## config.mk

```make
export PLATFORM = sky130hd
export DESIGN_NAME = alu_ctrl_seq
export DESIGN_NICKNAME = d
export VERILOG_FILES = /design/src/rtl/alu_ctrl_seq.sv
export SDC_FILE = /design/constraint.sdc
export NUM_CORES = 1
export LEC_CHECK = 0
export BUFFER_PORTS_ARGS = -buffer_cell sky130_fd_sc_hd__buf_2
export CAP_MARGIN = 20
export CORE_AREA = 4 4 57 59
export DETAILED_ROUTE_END_ITERATION = 7
export DIE_AREA = 0 0 61 63
export PLACE_DENSITY_LB_ADDON = 0.2
export SETUP_SLACK_MARGIN = 0.1
export SLEW_MARGIN = 25
export SYNTH_ARGS = -nofsm -noshare
export SYNTH_HDL_FRONTEND = slang
export SYNTH_SLANG_ARGS = --single-unit
```

## constraint.sdc

```tcl
create_clock -name clk -period 3.2 [get_ports clk]
set_input_delay 0.32 -clock clk [delete_from_list [all_inputs] [get_ports clk]]
set_output_delay 0.32 -clock clk [all_outputs]
set_load 0.05 [all_outputs]
```

## src/rtl/alu_ctrl_seq.sv

```systemverilog
// Command-side sequencer for the 8-bit ALU datapath: fetches instruction bytes,
// decodes them into aluop/reg_we, holds the {S,Z,Cy} flags and resolves jumps.
module alu_ctrl_seq #(
    parameter logic [7:0] PC_RESET = 8'h00
) (
    input  logic       clk,
    input  logic       reset,
    input  logic       start,
    output logic       mem_req,
    output logic [7:0] mem_addr,
    input  logic       mem_valid,
    input  logic [7:0] mem_data,
    input  logic [2:0] SZCy,
    output logic [3:0] aluop,
    output logic       Cy_in,
    output logic       reg_we,
    output logic [1:0] rd_sel,
    output logic [2:0] flags,
    output logic [7:0] pc,
    output logic       busy,
    output logic       halted
);

    typedef enum logic [2:0] {
        S_IDLE,
        S_FETCH,
        S_DECODE,
        S_EXEC,
        S_FETCH_OP
    } state_t;

    typedef enum logic [1:0] {
        C_ALU  = 2'b00,
        C_CMP  = 2'b01,
        C_JMP  = 2'b10,
        C_HALT = 2'b11
    } cls_t;

    state_t     r_state;
    state_t     w_next;
    logic [7:0] r_pc;
    logic [7:0] r_ir;
    logic [2:0] r_flags;
    cls_t       w_cls;
    logic       w_taken;

    assign w_cls = cls_t'(r_ir[7:6]);

    // Jump condition in ir[5:4] selects always / Z / Cy / S from the held flags.
    always_comb begin
        unique case (r_ir[5:4])
            2'b00:   w_taken = 1'b1;
            2'b01:   w_taken = r_flags[1];
            2'b10:   w_taken = r_flags[0];
            default: w_taken = r_flags[2];
        endcase
    end

    // NOTE: clocked state uses non-blocking assignments so every register
    // samples pre-edge values, independent of statement order.
    always_ff @(posedge clk) begin
        if (reset) r_state <= S_IDLE;
        else       r_state <= w_next;
    end

    always_ff @(posedge clk) begin
        if (reset) begin
            r_pc    <= PC_RESET;
            r_ir    <= 8'h00;
            r_flags <= 3'b000;
        end else begin
            unique case (r_state)
                S_IDLE: if (start) r_pc <= PC_RESET;
                S_FETCH: begin
                    if (mem_valid) begin
                        r_ir <= mem_data;
                        r_pc <= r_pc + 8'd1;
                    end
                end
                S_DECODE: if (w_cls == C_JMP && !w_taken) r_pc <= r_pc + 8'd1;
                S_EXEC:     r_flags <= SZCy;
                S_FETCH_OP: if (mem_valid) r_pc <= mem_data;
                default: ;
            endcase
        end
    end

    // NOTE: every combinational output gets a default first, so no path through
    // the case below can leave one unassigned and infer a latch.
    always_comb begin
        w_next  = r_state;
        mem_req = 1'b0;
        aluop   = 4'b0000;
        reg_we  = 1'b0;
        halted  = 1'b0;
        unique case (r_state)
            S_IDLE: if (start) w_next = S_FETCH;
            S_FETCH: begin
                mem_req = 1'b1;
                if (mem_valid) w_next = S_DECODE;
            end
            S_DECODE: begin
                unique case (w_cls)
                    C_ALU, C_CMP: w_next = S_EXEC;
                    C_JMP:        w_next = w_taken ? S_FETCH_OP : S_FETCH;
                    default: begin
                        halted = 1'b1;
                        w_next = S_IDLE;
                    end
                endcase
            end
            S_EXEC: begin
                aluop  = r_ir[3:0];
                reg_we = (w_cls == C_ALU);
                w_next = S_FETCH;
            end
            S_FETCH_OP: begin
                mem_req = 1'b1;
                if (mem_valid) w_next = S_FETCH;
            end
            default: w_next = S_IDLE;
        endcase
    end

    assign mem_addr = r_pc;
    assign pc       = r_pc;
    assign flags    = r_flags;
    assign Cy_in    = r_flags[0];
    assign rd_sel   = r_ir[5:4];
    assign busy     = (r_state != S_IDLE);

endmodule
```

# Word level (Yosys, flattened, before mapping)
# Index checks and enable logic that the tools add are counted.
word_totals:
  reg_bits: 22
  in_bits: 15
  output_inout_bits: 30
  word_cells: 47
classes:
  n_addsub: 1
  n_eq_ne: 12
  n_mux: 17
  n_reduce_logical: 13
op_table:
  columns: ["operator", "n"]
  rows:
  - ["8-bit 2-to-1 mux", 4]
  - ["8-bit one-hot mux with 4 select lines", 1]
  - ["3-bit one-hot mux with 5 select lines", 1]
  - ["3-bit 2-to-1 mux", 4]
  - ["8-bit by 1-bit adder with 8-bit output (second input constant)", 1]
  - ["2-bit inequality test (second input constant)", 4]
  - ["3-bit by 2-bit == test with 1-bit output (second input constant)", 2]
  - ["3-bit one-hot mux with 2 select lines", 1]
  - ["5-bit AND reduction", 1]
  - ["2-bit by 1-bit == test with 1-bit output (second input constant)", 2]
  - ["2-bit == test (second input constant)", 2]
  - ["2-bit zero test", 2]
  - ["1-bit 2-to-1 mux", 4]
  - ["4-bit 2-to-1 mux", 1]
  - ["4-bit nonzero test", 1]
  - ["2-bit OR reduction", 2]
  - ["3-bit by 1-bit == test with 1-bit output (second input constant)", 1]
  - ["3-bit == test (second input constant)", 1]
  - ["3-bit zero test", 1]
  - ["1-bit one-hot mux with 3 select lines", 1]
  - ["3-bit AND reduction", 1]
  - ["3-bit nonzero test", 1]
  - ["3-bit OR reduction", 1]
  - ["2-bit AND reduction", 1]
  - ["2 further kinds", 2]

# Depth between registers and ports, before layout
# Gate-level depths: netlist (run 1).
depth:
  depth_word: 6
  depth_mapped: 6
  mapped_depth_nobuf: 5

# Least setup slack after synthesis (run 1)
# No wires, ideal clock.
synth_timing:
  path_kind: "register to output"
  start: "reg r_state[0]"
  end: "out reg_we"
  arrival_time_ps: 2144
  slack_ps: 736
  path_stages_with_launch: 6
  cell_sequence: "dfxtp_1 > buf_2 > buf_2 > and3_1 > buf_2 > nor3b_1"
synth_via:
  elab_chain_cells: 2
synth_lines:
  columns: ["element", "line", "text"]
  rows:
  - ["start, declared", "39", "state_t r_state;"]
  - ["start signal, assigned", "63", "else r_state <= w_next;"]
  - ["3-bit by 2-bit == test with 1-bit output", "96", "unique case (r_state)"]
  - ["1-bit 2-to-1 mux", "96", null]
  - ["end, declared", "16", "output logic reg_we,"]
# Every way passes these cells.

# Worst setup path in the final report (run 1)
layout_timing:
  start: "reg r_state[2]"
  end: "out aluop[0]"
layout_via:
  elab_chain_cells: 2
layout_lines:
  columns: ["element", "line", "text"]
  rows:
  - ["3-bit by 2-bit == test with 1-bit output", "96", null]
  - ["4-bit 2-to-1 mux", "96", null]
  - ["end, declared", "14", "output logic [3:0] aluop,"]
# Every way passes these cells.

==> results_dict.tcl, run 1 <==
set metrics [dict create \
    outcome "finished clean" \
    cp_max_fo 17 \
    synth_top_family_by_area "simple AND/OR/NAND/NOR gates" \
    dieArea_sq_um 3840 \
    antennaDiodeCount 0 \
    wirelength_um 3600 \
    synthArstFlopShare 0 \
    final_cell_area_sq_um 1630 \
    power_frac_seq 0.402 \
    arrival_ns 2.13 \
    io_pins 45 \
    grt_pass1_wl_um 6220 \
    worstPathRequired_ns 2.88 \
    cts_inserted_buffers 3 \
    switching_share 0.378 \
    end_kind "primary output" \
    yosysTopAreaCell "dfxtp_1" \
    placed_cells 226 \
    grt_max_degree 20 \
    ys_types 50 \
    synth_common_cells "dfxtp_1 (22), nor2_1 (17), mux2i_1 (13), buf_4 (11), nand2_1 (9)" \
    start_util 0.532 \
    ys_ff_latch 22 \
    die_y_um 63 \
    cts_setup_buffers 0 \
    cpPeakStageDelay_ns 0.67 \
    hold_class "input pin to flop" \
    synth_area_sq_um 1440 \
    max_freq_mhz 407 \
    synthCells 171 \
    peakVddDrop_mv 0.332 \
    synth-edff-count 0 \
    startpoint "r_state[2]" \
    htree_levels 1 \
    vias 1407 \
    hp-start "SZCy[2]" \
    critPathKind "flop to primary output" \
    drt_iter0_drc 91 \
    final_cell_count_no_fill 230 \
    antenna_left 0 \
    synth-xor-area-share 0.0234 \
    yosysWarningCount 0 \
    place_hpwl_um 2740 \
    muxShareOfSynthArea 0.0903 \
    area.sequential_sq_um 440 \
    clk_path_buf_depth 2 \
    finClkSkew_ns 0.00236 \
    p_sw_uw 308 \
    yosysMostFrequentCell "dfxtp_1" \
    fin_util 0.602 \
    firstDrtPassIters 4 \
    final_layout_size_suffix_gt1_frac 0.281 \
    setup_viol_count_final 0 \
    period_share 0.767 \
    final_max_slew_viol_count 0 \
    fillers 246 \
    rows 19 \
    placed_cell_area_sq_um 1580 \
    syn_to_final_growth_pct 13.3 \
    clkPwrFrac 0.265 \
    path_clk_slew_ns 0.13 \
    cts-hold-fix-buffers 0 \
    synth_nets 187 \
    syn_area_per_cell_sq_um 8.43 \
    synth-compound-area-share 0.206 \
    cp_slowest_cell "dfxtp_1" \
    synth_adder_area_share 0.00868 \
    hold_viol 0 \
    synth-simple-area-share 0.260 \
    crit_chain "inv_1 > and3_1 > and2_1 > buf_2" \
    r2r-start "r_state[0]" \
    viasPerCell 6.12 \
    p_int_uw 508 \
    p_per_area_nw_per_um2 500 \
    seq_area_frac_synth 0.306 \
    routedWlPerCell_um 15.7 \
    first_global_vias 1371 \
    crit_path_start_kind "flop" \
    drv_cap 0 \
    cts.sinks 22 \
    die_x_um 61 \
    reg2reg_slack_ns 1.22 \
    gp_congestion 0.889 \
    leakagePower_nw 0.673 \
    synth-main-ff-cell "dfxtp_1" \
    drc_errors 0 \
    rsz0062_at_grt "false" \
    yosysTopAreaCellShare 0.306 \
    p_comb_frac 0.333 \
    finalCriticalPeriod_ns 2.45 \
    final_nets 216 \
    cts_root_buf "clkbuf_4" \
    antenna_found_initial 0 \
    gr-total-overflow 0 \
    worst_pin_slew_ns 0.681 \
    core_sq_um 2710 \
    fin_setup_tns_ns 0 \
    clock_latency_ns 0.31 \
    cts_tree "done" \
    track_usage 0.202 \
    io_buffers 44 \
    netlist_top_cells_area "dfxtp_1 (31%), mux2i_1 (9.0%), buf_4 (5.7%)" \
    multi_input_area_sq_um 847 \
    cts_resized 0 \
    relSlewSlack 0.545 \
]
==> path summary, 6_finish.rpt <==
| check | to | depth (start not counted) |
|---|---|---|
| min | flags[2] | 3 |
| max reg2reg | r_ir[2] | 4 |
| min reg2reg | r_ir[0] | 2 |
| max | aluop[0] | 4 |
==> final cells by class <==
class | instances | share of cell area
clock buffers | 3 | 0.0138
clock inverters | 1 | 0.0184
inverters | 7 | 0.0161
multi-input cells | 121 | 0.519
flip-flops and latches | 22 | 0.270
well taps | 31 | 0.0238
repair buffers | 45 | 0.139
==> worst max-delay path, delay by kind of cell (launching register included) <==
kind                   cells  cell delay (ns)
buffers and inverters      2             0.55
and+or+nand+nor            2             0.59
DFF                        1             0.67
==> per-stage QoR <==
step                hold WS [ns]  total power, mW  setup WS (ns)
floorplan                  0.452            0.559          0.736
global route               0.230            0.866          0.631
CTS                        0.226            0.823          0.781
finish                     0.236            0.816          0.746
detailed placement         0.479            0.606           1.14
global placement           0.468            0.602           1.13
==> registers in the layout, summed over array words and instances, names as in the netlist <==
register	flops
flags	3
r_ir	8
mem_addr	8
r_state	3
==> cells in the final DEF (no fill, tap or decap), types with 2 or more instances in the layout <==
master and n:
nand2_1 9, o2111ai_1 3, nor3_1 3, nand3b_1 2
and3_1 3, nor3b_2 2, a31oi_1 3, nor3b_1 3
o211ai_1 2, a22o_1 2, nand3_1 5, a32oi_1 2
nand2b_1 7, a32o_1 2, inv_1 7, or4_1 2
a21oi_1 5, nor2_1 17, dfxtp_1 22, clkbuf_4 3
or3_1 3, and2_1 4, o221ai_1 4, buf_2 44
xnor2_1 2, mux2i_1 13
==> kinds of logic (layout without fill, tap and decap cells) <==
group / Yosys count / count (layout)
flops: 22 / 22
buf+inv: 28 / 56
compound gates: 37 / 37
simple gates: 67 / 67
fa+ha+maj: 1 / 1
mux: 13 / 13
xor+xnor: 3 / 3
==> routing by layer <==
metal  vias to the layer above  wire, um  GRT usage
met5                         -         0          0
met4                         0        30     0.0542
met3                         4       287     0.0331
met2                        78      1730      0.311
met1                       649      1550      0.287
li1                        676         -          -
==> power by group through the flow <==
| stage | registers, mW | clock network [mW] | logic, mW |
|---|---|---|---|
| CTS | 0.328 | 0.223 | 0.272 |
| global placement | 0.333 | 0 | 0.269 |
| floorplan | 0.357 | 0 | 0.203 |
| finish | 0.328 | 0.216 | 0.272 |
| global route | 0.335 | 0.239 | 0.292 |
| detailed placement | 0.335 | 0 | 0.271 |
Note: power is estimated with default switching activity, not from simulation.
==> run 2, diff against run 1 <==
Settings changed: ABC_AREA set to 1, CORE_AREA 4 4 57 59 to 4 4 60 62, DIE_AREA 0 0 61 63 to 0 0 64 66.
Clock period 3.2 ns to 2.1 ns, I/O delays scaled along.
==> run 2 against run 1 <==
  * Wire length decreased by 13%
  * Clock power increased by 54%
  * Sequential share of layout area increased by 1.8 points
  * Critical path depth decreased by 1
  * Sequential power increased by 73%
  * First-iteration DRC count decreased by 9.9%
  * Register-to-register slack got worse by 0.56 ns
  * Non-clock buffer count decreased by 1
  * Critical path type unchanged
==> results_dict.tcl, run 2 <==
set metrics [dict create \
    vias 1344 \
    yosysTopAreaCell "dfxtp_1" \
    fin_hold_ws_ns 0.126 \
    cts-hold-fix-buffers 0 \
    antennaDiodeCount 0 \
    first_global_vias 1219 \
    start_util 0.436 \
    pre_cts_ws_ns 0.590 \
    final_layout_size_suffix_gt1_frac 0.231 \
    final_nets 255 \
    synth_area_sq_um 1320 \
    crit_path_start_kind "flop" \
    ys_types 23 \
    die_x_um 64 \
    grt_max_degree 18 \
    cpPeakStageDelay_ns 0.45 \
    cts_root_buf "clkbuf_4" \
    setup_slack_ns 0.211 \
    rsz0062_at_grt "false" \
    gr-total-overflow 0 \
    synth-main-ff-cell "dfxtp_1" \
    gp_congestion 0.888 \
    hold_viol 0 \
    routedWlPerCell_um 11.1 \
    cp_slowest_cell "dfxtp_1" \
    seq_area_frac_synth 0.334 \
    io_buffers 44 \
    cp_num_buf_inv 1 \
    peakVddDrop_mv 0.457 \
    path_clk_slew_ns 0.13 \
    viasPerCell 4.77 \
    worstPathRequired_ns 1.89 \
    dieArea_sq_um 4220 \
    finClkSkew_ns 0.00633 \
    synth_common_cells "nand2_1 (48), nor2_1 (30), inv_1 (29), dfxtp_1 (22), nand3_1 (15)" \
    p_per_area_nw_per_um2 1170 \
    grt_pass1_wl_um 5290 \
    placed_cells 278 \
    crit_family "simple AND/OR/NAND/NOR gates" \
    period_share 0.899 \
    fillers 327 \
    worst_pin_slew_ns 0.520 \
    place_hpwl_um 2410 \
    die_y_um 66 \
    cts_resized 0 \
    ys_ff_latch 22 \
    rows 20 \
    critPathKind "flop to primary output" \
    setup_viol_count_final 0 \
    cp_max_fo 11 \
    p_int_uw 896 \
    crit_chain "nand3_1 > nor3_1 > buf_2" \
    synthArstFlopShare 0 \
    power_frac_seq 0.318 \
    max_freq_mhz 529 \
    syn_area_per_cell_sq_um 6.44 \
    relSlewSlack 0.653 \
    synthCells 205 \
    antenna_found_initial 0 \
    netlist_top_cells_area "dfxtp_1 (33%), nand2_1 (14%), nor2_1 (8.5%)" \
    clock_latency_ns 0.31 \
    finalCriticalPeriod_ns 1.89 \
    hold_class "input pin to flop" \
    switching_share 0.498 \
    fin_setup_tns_ns 0 \
    p_comb_frac 0.496 \
    synth-edff-count 0 \
    end_kind "primary output" \
    p_sw_uw 890 \
    yosysWarningCount 0 \
    arrival_ns 1.68 \
    final_max_slew_viol_count 0 \
    drv_cap 0 \
    clk_path_buf_depth 2 \
    core_sq_um 3030 \
    track_usage 0.156 \
    final_cell_area_sq_um 1530 \
    leakagePower_nw 0.822 \
    drc_errors 0 \
    drt_iter0_drc 82 \
    yosysMostFrequentCell "nand2_1" \
    mostFrequentLayoutCells "nand2_1 (48), buf_2 (44), nor2_1 (30)" \
    antenna_left 0 \
    cts_tree "done" \
    cts_setup_buffers 0 \
    io_pins 45 \
    final_cell_count_no_fill 282 \
    final_common_cell "nand2_1" \
    syn_to_final_growth_pct 16.0 \
    synth_nets 221 \
    clkPwrFrac 0.186 \
    wirelength_um 3130 \
    cts_inserted_buffers 3 \
    htree_levels 1 \
    cts.sinks 22 \
    placed_cell_area_sq_um 1480 \
    outcome "finished clean" \
    firstDrtPassIters 4 \
    yosysTopAreaCellShare 0.334 \
]
-- run 2: per-stage QoR --
step                      power, mW  utilization
after floorplan                1.36            -
after global placement         1.46        0.488
after detailed placement       1.46        0.488
after CTS                      1.80        0.506
after global routing           1.91        0.506
final                          1.79        0.506
-- run 2: kinds of logic after synthesis --
family	after synthesis	share of synthesized area
flops	22	0.334
buf+inv	45	0.173
fa+ha+maj	1	0.00948
xor+xnor	1	0.00664
simple gates	109	0.372
compound gates	27	0.105
-- run 2: area by class of cell --
cell class	instances	area [sq um]	share of cell area
clock buffers	3	22.5	0.0147
clock inverters	1	30.0	0.0196
inverters	30	113	0.0735
multi-input cells	138	651	0.425
flip-flops and latches	22	440	0.288
well taps	44	55.1	0.0359
repair buffers	44	220	0.144
-- run 2: per-layer routing --
metal / track usage / up-vias / part of all wire
met4: 0.0485 / 0 / 0.010
met1: 0.202 / 594 / 0.47
met5: 0 / - / 0
li1: - / 706 / -
met2: 0.263 / 40 / 0.46
met3: 0.0255 / 4 / 0.060
-- run 2: worst paths after layout --
| check | startpoint | endpoint | slack, ns | cells past startpoint |
|---|---|---|---|---|
| max | r_state[0] | reg_we | 0.21 | 3 |
| min | reset | r_state[0] | 0.13 | 2 |
| max reg2reg | r_state[1] | r_ir[1] | 0.66 | 6 |
| min reg2reg | r_ir[2] | r_ir[2] | 0.46 | 2 |
-- run 2: power by group through the flow --
stage               clock network, mW  registers [mW]  logic, mW
floorplan                           0           0.723      0.632
global placement                    0           0.576      0.887
detailed placement                  0           0.577      0.887
CTS                             0.343           0.568      0.890
global route                    0.356           0.586      0.972
finish                          0.332           0.568      0.886
